## src/rtl/apu_pkg.sv

```systemverilog
// Shared constants and types for the APU frame sequencer ($4017 frame counter).
// Holds default step counts, write delay, register bit positions and the mode enum.
package apu_pkg;

  localparam int unsigned DEF_STEP1    = 7457;
  localparam int unsigned DEF_STEP2    = 14913;
  localparam int unsigned DEF_STEP3    = 22371;
  localparam int unsigned DEF_STEP4    = 29829;
  localparam int unsigned DEF_STEP5    = 37281;
  localparam int unsigned DEF_WR_DELAY = 3;
  localparam int unsigned DEF_CNT_W    = 16;

  localparam int unsigned MODE_BIT    = 7;
  localparam int unsigned INHIBIT_BIT = 6;

  typedef enum logic {
    FOUR_STEP = 1'b0,
    FIVE_STEP = 1'b1
  } frame_mode_t;

  typedef struct packed {
    logic quarter;
    logic half;
    logic irq_win;
    logic wrap;
  } step_dec_t;

endpackage

```

## src/rtl/apu_frame_sequencer.sv

```systemverilog
// APU frame counter: CPU-cycle enables -> quarter/half-frame pulses and frame IRQ.
// Pulses are registered (one clk after the CE edge); no backpressure, inputs are strobes.
module apu_frame_sequencer
  import apu_pkg::*;
#(
  parameter int unsigned STEP1    = DEF_STEP1,
  parameter int unsigned STEP2    = DEF_STEP2,
  parameter int unsigned STEP3    = DEF_STEP3,
  parameter int unsigned STEP4    = DEF_STEP4,
  parameter int unsigned STEP5    = DEF_STEP5,
  parameter int unsigned WR_DELAY = DEF_WR_DELAY,
  parameter int unsigned CNT_W    = DEF_CNT_W
) (
  input  logic       clk,
  input  logic       rst_n,
  input  logic       cpu_ce,
  input  logic       wr_en,
  input  logic [7:0] wr_data,
  input  logic       irq_ack,
  output logic       quarter_frame,
  output logic       half_frame,
  output logic       frame_irq,
  output logic       mode
);

  localparam int unsigned DLY_W = (WR_DELAY < 1) ? 1 : $clog2(WR_DELAY + 1);

  localparam logic [CNT_W-1:0] C_ONE     = CNT_W'(1);
  localparam logic [CNT_W-1:0] C_S1      = CNT_W'(STEP1);
  localparam logic [CNT_W-1:0] C_S2      = CNT_W'(STEP2);
  localparam logic [CNT_W-1:0] C_S3      = CNT_W'(STEP3);
  localparam logic [CNT_W-1:0] C_S4      = CNT_W'(STEP4);
  localparam logic [CNT_W-1:0] C_S5      = CNT_W'(STEP5);
  localparam logic [CNT_W-1:0] C_S4_PRE  = CNT_W'(STEP4 - 1);
  localparam logic [CNT_W-1:0] C_S4_WRAP = CNT_W'(STEP4 + 1);
  localparam logic [CNT_W-1:0] C_S5_WRAP = CNT_W'(STEP5 + 1);

  localparam logic [DLY_W-1:0] C_DLY_INIT = DLY_W'(WR_DELAY);
  localparam logic [DLY_W-1:0] C_DLY_ONE  = DLY_W'(1);

  if ((longint'(STEP5) + 64'sd1) >= (longint'(1) << CNT_W)) begin : g_cnt_w_check
    $error("apu_frame_sequencer: CNT_W too narrow to hold STEP5+1");
  end

  if (WR_DELAY < 1) begin : g_wr_delay_check
    $error("apu_frame_sequencer: WR_DELAY must be at least 1");
  end

  // Step table for the current mode; the IRQ window only exists in 4-step mode.
  function automatic step_dec_t step_decode(input logic [CNT_W-1:0] c, input frame_mode_t m);
    step_dec_t d;
    d = '0;
    if (m == FOUR_STEP) begin
      d.quarter = (c == C_S1) || (c == C_S2) || (c == C_S3) || (c == C_S4);
      d.half    = (c == C_S2) || (c == C_S4);
      d.irq_win = (c == C_S4_PRE) || (c == C_S4) || (c == C_S4_WRAP);
      d.wrap    = (c == C_S4_WRAP);
    end else begin
      d.quarter = (c == C_S1) || (c == C_S2) || (c == C_S3) || (c == C_S5);
      d.half    = (c == C_S2) || (c == C_S5);
      d.irq_win = 1'b0;
      d.wrap    = (c == C_S5_WRAP);
    end
    return d;
  endfunction

  logic [CNT_W-1:0] r_cnt;
  frame_mode_t      r_mode;
  logic             r_inhibit;
  logic             r_irq;
  logic             r_qf;
  logic             r_hf;
  logic             r_pend;
  frame_mode_t      r_pmode;
  logic [DLY_W-1:0] r_delay;

  logic [CNT_W-1:0] w_cnt_next;
  step_dec_t        w_dec;
  logic             w_seq_reset;
  logic             w_irq_set;
  logic             w_irq_wr_clr;
  logic             w_unused_wr_data;

  always_comb begin
    w_cnt_next   = r_cnt + C_ONE;
    w_dec        = step_decode(w_cnt_next, r_mode);
    // A fresh write restarts the delay, so it can never expire on the same edge.
    w_seq_reset  = cpu_ce && !wr_en && r_pend && (r_delay == C_DLY_ONE);
    w_irq_set    = cpu_ce && !w_seq_reset && !r_inhibit && w_dec.irq_win;
    w_irq_wr_clr = wr_en && wr_data[INHIBIT_BIT];
  end

  assign w_unused_wr_data = ^wr_data;

  always_ff @(posedge clk or negedge rst_n) begin
    if (!rst_n) begin
      r_inhibit <= 1'b0;
      r_pend    <= 1'b0;
      r_pmode   <= FOUR_STEP;
      r_delay   <= '0;
    end else if (wr_en) begin
      r_inhibit <= wr_data[INHIBIT_BIT];
      r_pend    <= 1'b1;
      r_pmode   <= frame_mode_t'(wr_data[MODE_BIT]);
      r_delay   <= C_DLY_INIT;
    end else if (r_pend && cpu_ce) begin
      r_delay <= r_delay - C_DLY_ONE;
      if (w_seq_reset) begin
        r_pend <= 1'b0;
      end
    end
  end

  always_ff @(posedge clk or negedge rst_n) begin
    if (!rst_n) begin
      r_cnt  <= '0;
      r_mode <= FOUR_STEP;
      r_qf   <= 1'b0;
      r_hf   <= 1'b0;
    end else if (w_seq_reset) begin
      r_cnt  <= '0;
      r_mode <= r_pmode;
      r_qf   <= (r_pmode == FIVE_STEP);
      r_hf   <= (r_pmode == FIVE_STEP);
    end else if (cpu_ce) begin
      r_cnt <= w_dec.wrap ? '0 : w_cnt_next;
      r_qf  <= w_dec.quarter;
      r_hf  <= w_dec.half;
    end else begin
      r_qf <= 1'b0;
      r_hf <= 1'b0;
    end
  end

  // Inhibit-write clear beats a set, which beats an acknowledge.
  always_ff @(posedge clk or negedge rst_n) begin
    if (!rst_n) begin
      r_irq <= 1'b0;
    end else if (w_irq_wr_clr) begin
      r_irq <= 1'b0;
    end else if (w_irq_set) begin
      r_irq <= 1'b1;
    end else if (irq_ack) begin
      r_irq <= 1'b0;
    end
  end

  assign quarter_frame = r_qf;
  assign half_frame    = r_hf;
  assign frame_irq     = r_irq;
  assign mode          = r_mode;

endmodule

```

## config.mk

```make
export PLATFORM = sky130hd
export DESIGN_NAME = apu_frame_sequencer
export DESIGN_NICKNAME = d
export VERILOG_FILES = /design/src/rtl/apu_pkg.sv /design/src/rtl/apu_frame_sequencer.sv
export SDC_FILE = /design/constraint.sdc
export NUM_CORES = 1
export LEC_CHECK = 0
export BUFFER_PORTS_ARGS = -buffer_cell sky130_fd_sc_hd__buf_2
export CAP_MARGIN = 20
export CORE_MARGIN = 2
export CORE_UTILIZATION = 40
export DETAILED_ROUTE_END_ITERATION = 8
export GPL_TIMING_DRIVEN = 1
export HOLD_SLACK_MARGIN = 0.02
export SYNTH_ARGS = -nofsm -noshare
export SYNTH_HDL_FRONTEND = slang
export SYNTH_SLANG_ARGS = --single-unit
```

## constraint.sdc

```tcl
create_clock -name clk -period 2.8 [get_ports clk]
set_input_delay 0.28 -clock clk [delete_from_list [all_inputs] [get_ports clk]]
set_output_delay 0.28 -clock clk [all_outputs]
set_load 0.005 [all_outputs]
```

Word-level counts from Yosys, hierarchy flattened

Cells that the tools add are included.

Input bits: 13
Bits in read-only memories: 0
Output and inout port bits: 4
Memories kept: 0
RAM bits: 0
Register bits: 25
Word-level logic and storage cells: 60
Bits in latches: 0

Div/mod/pow operators: 0
$mul: 0
$lt $le $gt $ge: 0
Reductions and logical operators: 24
Equality and inequality tests: 9
Shift operators: 0
Mux-type cells: 16
Add/sub/neg operators: 2
Bitwise operators: 0

Operators by type and width:

| kind                                                                     | count |
|---|---|
| 16-bit by 15-bit equality test with 1-bit output (second input constant) | 4 |
| 16-bit two-way mux                                                       | 3 |
| 16-bit equality test (second input constant)                             | 2 |
| 16-bit by 1-bit adder with 16-bit output (second input constant)         | 1 |
| 16-bit by 13-bit equality test with 1-bit output (second input constant) | 1 |
| 16-bit by 14-bit equality test with 1-bit output (second input constant) | 1 |
| 1-bit two-way mux                                                        | 10 |
| 1-bit logical AND                                                        | 8 |
| 1-bit logical OR                                                         | 8 |
| 2-bit nonzero test                                                       | 3 |
| 2-bit two-way mux                                                        | 2 |
| 4-bit two-way mux                                                        | 1 |
| 1-bit zero test                                                          | 3 |
| 3-bit nonzero test                                                       | 1 |
| 2-bit by 1-bit equality test with 1-bit output (second input constant)   | 1 |
| 2-bit AND reduction                                                      | 1 |
| 2-bit by 1-bit subtractor with 2-bit output (second input constant)      | 1 |

Logic depth before layout (Yosys ltp)

Depth in word-level cells: 10
Gate-level depth with buffers: 11
Gate-level depth less buffers: 9

Worst setup path after synthesis

OpenSTA, ideal clock, no wires.

Path type: reg-to-reg
Start point: reg r_cnt[0]
End point: reg r_cnt[13]
Stages on the path, launching flop included: 10
Path buffers: 1
Period minus slack after synthesis: 2.756 ns
Data arrival time: 2.615 ns
Setup time: 0.141 ns
Data required time: 2.659 ns
Path slack: 0.044 ns
Path through: dfrtp_1 > ha_1 > buf_2 > or4_4 > a2111oi_4 > o22ai_2 > nor4_4 > o211ai_2 > nand2_2 > o221ai_1

Word-level cells in the longest chain between the ends: 6
Elaborated cells on any way between the ends: 7
Classes of those cells: add/sub (1); eq/ne (2); mux (4)

RTL lines:

| item                                                                                            | line                                                 | RTL |
|---|---|---|
| start: declaration                                                                              | apu_frame_sequencer.sv:67                            | `logic [CNT_W-1:0] r_cnt;` |
| start signal: assignment                                                                        | apu_frame_sequencer.sv:126                           | `r_cnt <= w_dec.wrap ? '0 : w_cnt_next;` |
| 16-bit by 1-bit adder with 16-bit output (*)                                                    | apu_frame_sequencer.sv:85                            | `w_cnt_next = r_cnt + C_ONE;` |
| 16-bit by 15-bit equality test with 1-bit output / 16-bit equality test (equally long branches) | apu_frame_sequencer.sv:57, apu_frame_sequencer.sv:62 |  |
| 4-bit two-way mux                                                                               | apu_frame_sequencer.sv:53                            | `if (m == FOUR_STEP) begin` |
| 16-bit two-way mux (*)                                                                          | apu_frame_sequencer.sv:126                           |  |
| 16-bit two-way mux (*)                                                                          | apu_frame_sequencer.sv:125                           | `end else if (cpu_ce) begin` |
| 16-bit two-way mux (*)                                                                          | apu_frame_sequencer.sv:120                           | `end else if (w_seq_reset) begin` |

Mark *: on every way between the ends. The rest lies on a longest branch, timed or not. The select of a mux whose other input is x is not followed.
A chain may end at the register's enable or synchronous reset.

Worst setup path in the final report

Start point: reg r_cnt[0]
End point: reg r_qf (netlist: quarter_frame)

Word-level cells in the longest chain between the ends: 8
Elaborated cells on any way between the ends: 13
Classes of those cells: add/sub (1); eq/ne (5); mux (3); reduce/logical (4)

RTL lines:

| item                                                                                                                        | line                                                 | RTL |
|---|---|---|
| 16-bit by 1-bit adder with 16-bit output (*)                                                                                | apu_frame_sequencer.sv:85                            |  |
| 16-bit by 13-bit equality test with 1-bit output / 16-bit by 14-bit equality test with 1-bit output (equally long branches) | apu_frame_sequencer.sv:54, apu_frame_sequencer.sv:59 |  |
| 1-bit logical OR (2 in series)                                                                                              | apu_frame_sequencer.sv:54, apu_frame_sequencer.sv:59 |  |
| 1-bit logical OR, on equally long branches                                                                                  | apu_frame_sequencer.sv:54, apu_frame_sequencer.sv:59 |  |
| 4-bit two-way mux (*)                                                                                                       | apu_frame_sequencer.sv:53                            |  |
| 1-bit two-way mux (*)                                                                                                       | apu_frame_sequencer.sv:125                           |  |
| 1-bit two-way mux (*)                                                                                                       | apu_frame_sequencer.sv:120                           |  |
| end signal: assignment                                                                                                      | apu_frame_sequencer.sv:123                           | `r_qf <= (r_pmode == FIVE_STEP);` |
| end signal: assignment                                                                                                      | apu_frame_sequencer.sv:127                           | `r_qf <= w_dec.quarter;` |
| end: declaration                                                                                                            | apu_frame_sequencer.sv:71                            | `logic r_qf;` |

Mark *: on every way between the ends. The rest lies on a longest branch, timed or not.

==> flow_summary.toml <==
[critical_path]
worstPathCellList = "ha_1 > buf_4 > and3_2 > and3_1 > xor2_1 > a21boi_2 > nand2_1 > or3_2 > a31oi_2 > a31o_1"
critPathLaunchType = "flop"
crit_start = "r_cnt[0]"
end_kind = "flop"
reg2reg_slack_ns = 0.17
crit_fanout = 10
slowest_delay_ns = 0.44
r2r_end = "quarter_frame"
worst_path_max_delay_cell = "or3_2"
path_delay_family = "simple AND/OR/NAND/NOR gates"
r2r-start = "r_cnt[0]"
arrival_ns = 2.85
critPathRequiredTime_ns = 3.02
reg2reg_depth = 10
endpoint = "quarter_frame"
path_class = "reg -> reg"
worstSetupPathDepth = 10
cp_num_buf_inv = 1

[yosys]
ys_warn_count = 0
synthAdderAreaFrac_pct = 3.90
synth_area_leaders = "dfrtp_1 32%, xnor2_1 5.5%, nand2_1 4.9%, ha_1 3.9%, inv_1 2.9%"
ys_seq_elements = 25
synth_edf_count = 0
yosys.area.top_type = "dfrtp_1"
synth_top_family_by_area = "simple AND/OR/NAND/NOR gates"
synthXorXnorAreaFrac_pct = 6.36
synth_area_um2 = 1930
syn_inst = 225
ys_seq_area_share_pct = 32.5
synthFlopType = "dfrtp_1"
synthSimpleGateAreaFrac_pct = 27.3
yosysUniqueCellTypes = 59
syn_avg_cell_area_um2 = 8.56
synth_compound_area_share_pct = 19.8
synth.net_count = 244
synth_top_area_share_pct = 32.5
synth_mux_area_share_pct = 2.27
async_reset_ff_share_pct = 100

[global_routing]
grt-ovfl-total = 0
antenna_found_initial = 0
track_usage_pct = 19.2
grt_pass1_vias = 1642
grt_first_pass_wirelength_mm = 7.96
grt_start_max_net_pins = 26

[sta]
setup_viol = 0
fmax_ghz = 0.381
rsz0062_at_grt = "no"
fin_crit_sh_pct = 93.8
drv_slew = 0
relSlewSlack_pct = 61.4
setup-tns-final_ns = 0
finalHoldViolations = 0
period_needed_ns = 2.63
finalClockSkew_ns = 0.00752
tightest_slew_ns = 0.579

[clock_network]
cts.sinks = 25
cts_max_level = 1
cts_tree = "done"
path_clk_slew_ns = 0.10
insertion_delay_ns = 0.28
cts_buffer_depth = 2
root_buffer = "clkbuf_8"
cts_buffers = 3

[hold_path]
whs_path_depth = 2
hp-class = "in -> reg"

[power_and_ir_drop]
power_density_nw_per_um2 = 549
power_leakage_nw = 0.888
p_total_mw = 1.18
ir_drop_v = 0.000283

[routing]
wl_mm = 4.62
wl_per_cell_um = 15.7
drtAntennaViolNets = 0
drc = 0
viasPerCell = 5.75
vias = 1696
drt_iter0_markers = 89
drt_first_pass_iters = 4

[placed_design]
port_buffers = 10
hpwl_mm = 3.42
globalplace.congestion = 0.898

[cells_and_area]
fill_cells = 479
syn_to_final_growth_pct = 11.8
layout_common_cells = "25 x nand2_1, 25 x dfrtp_1, 18 x buf_4, 15 x inv_1, 14 x nor2_1"
drive_gt1_share_pct = 21.6
nNetsFinal = 261
antennaDiodeCount = 0

[die]
row_count = 25
start_util_pct = 41.1
die-height_um = 73.4
core_area_um2 = 4690
io_pins = 17
die_w_um = 73.4
die-area_um2 = 5390

[flow_run]
maxCapViolCount = 0

[run_status]
status = "completed"
layer usage:
layer / global-route usage [%] / vias up / wire length, um / share of wire, %
li1: - / 835 / - / -
met1: 26.3 / 823 / 2180 / 47
met2: 32.2 / 34 / 2230 / 48
met3: 3.16 / 4 / 164 / 3.6
met4: 3.84 / 0 / 51 / 1.1
met5: 0 / - / 0 / 0
power breakdown:
group	internal (mW)	total (mW)	switching, mW	leakage (nW)
sequential	0.424	0.508	0.0842	0.313
combinational	0.192	0.446	0.254	0.553
clock	0.101	0.229	0.128	0.0217
total	0.717	1.18	0.466	0.888
area by class of cell:
| cell class | count | area (um^2) | share of cell area [%] |
|---|---|---|---|
| clock buffer | 3 | 41.3 | 1.92 |
| tap | 54 | 67.6 | 3.14 |
| multi-input combinational | 168 | 1160 | 53.9 |
| clock inverter | 1 | 7.51 | 0.348 |
| timing repair buffer | 29 | 195 | 9.06 |
| inverter | 15 | 56.3 | 2.61 |
| sequential | 25 | 626 | 29.0 |
worst min-delay path by stage:
stage / to / start / slack (ns)
CTS: frame_irq / wr_data[6] / 0.17
finish: frame_irq / wr_data[6] / 0.18
detailed placement: r_cnt[8] / rst_n / 0.32
floorplan: frame_irq / rst_n / -0.02
global placement: r_cnt[8] / rst_n / 0.32
global route: frame_irq / wr_data[6] / 0.17
cells in the mapped netlist (5+ instances only):
master    number
dfrtp_1       25
nand2_1       25
inv_1         15
nor2_1        14
xnor2_1       12
o21ai_0        9
nand3_1        8
buf_4          7
nor3_1         7
clkbuf_1       6
ha_1           6
o21ai_1        6
a21oi_1        5
and3_1         5
o22ai_1        5
repair_timing:
item,4_1_cts,5_1_grt
hold endpoints to repair,15,0
setup buffers,0,0
hold buffers,1,0
setup endpoints to repair,0,5
resized for setup,0,3
through the flow:
stage	cell area (um^2)	hold WS (ns)	setup slack, ns	cells	utilization, %
final	2150	0.177	0.175	295	45.9
after global routing	2150	0.168	0.0148	295	45.9
after CTS	2140	0.166	0.0812	295	45.7
after detailed placement	2080	0.322	0.108	290	44.4
after global placement	2080	0.316	0.128	290	44.4
after floorplan	1930	-0.0156	0.0442	225	-
state kept, by name, summed over array words and instances, names as in the netlist:
register	count
r_pmode	1
r_inhibit	1
quarter_frame	1
frame_irq	1
r_pend	1
r_delay	2
half_frame	1
r_cnt	16
mode	1
cell families after synthesis:
logic type               Yosys count
AO/OA/AOI/OAI                     51
XOR/XNOR                          14
adder cells (fa/ha/maj)            6
buffers and inverters             32
flip-flops                        25
multiplexers                       4
AND/OR/NAND/NOR                   93
(Power assumes the default switching activity.)
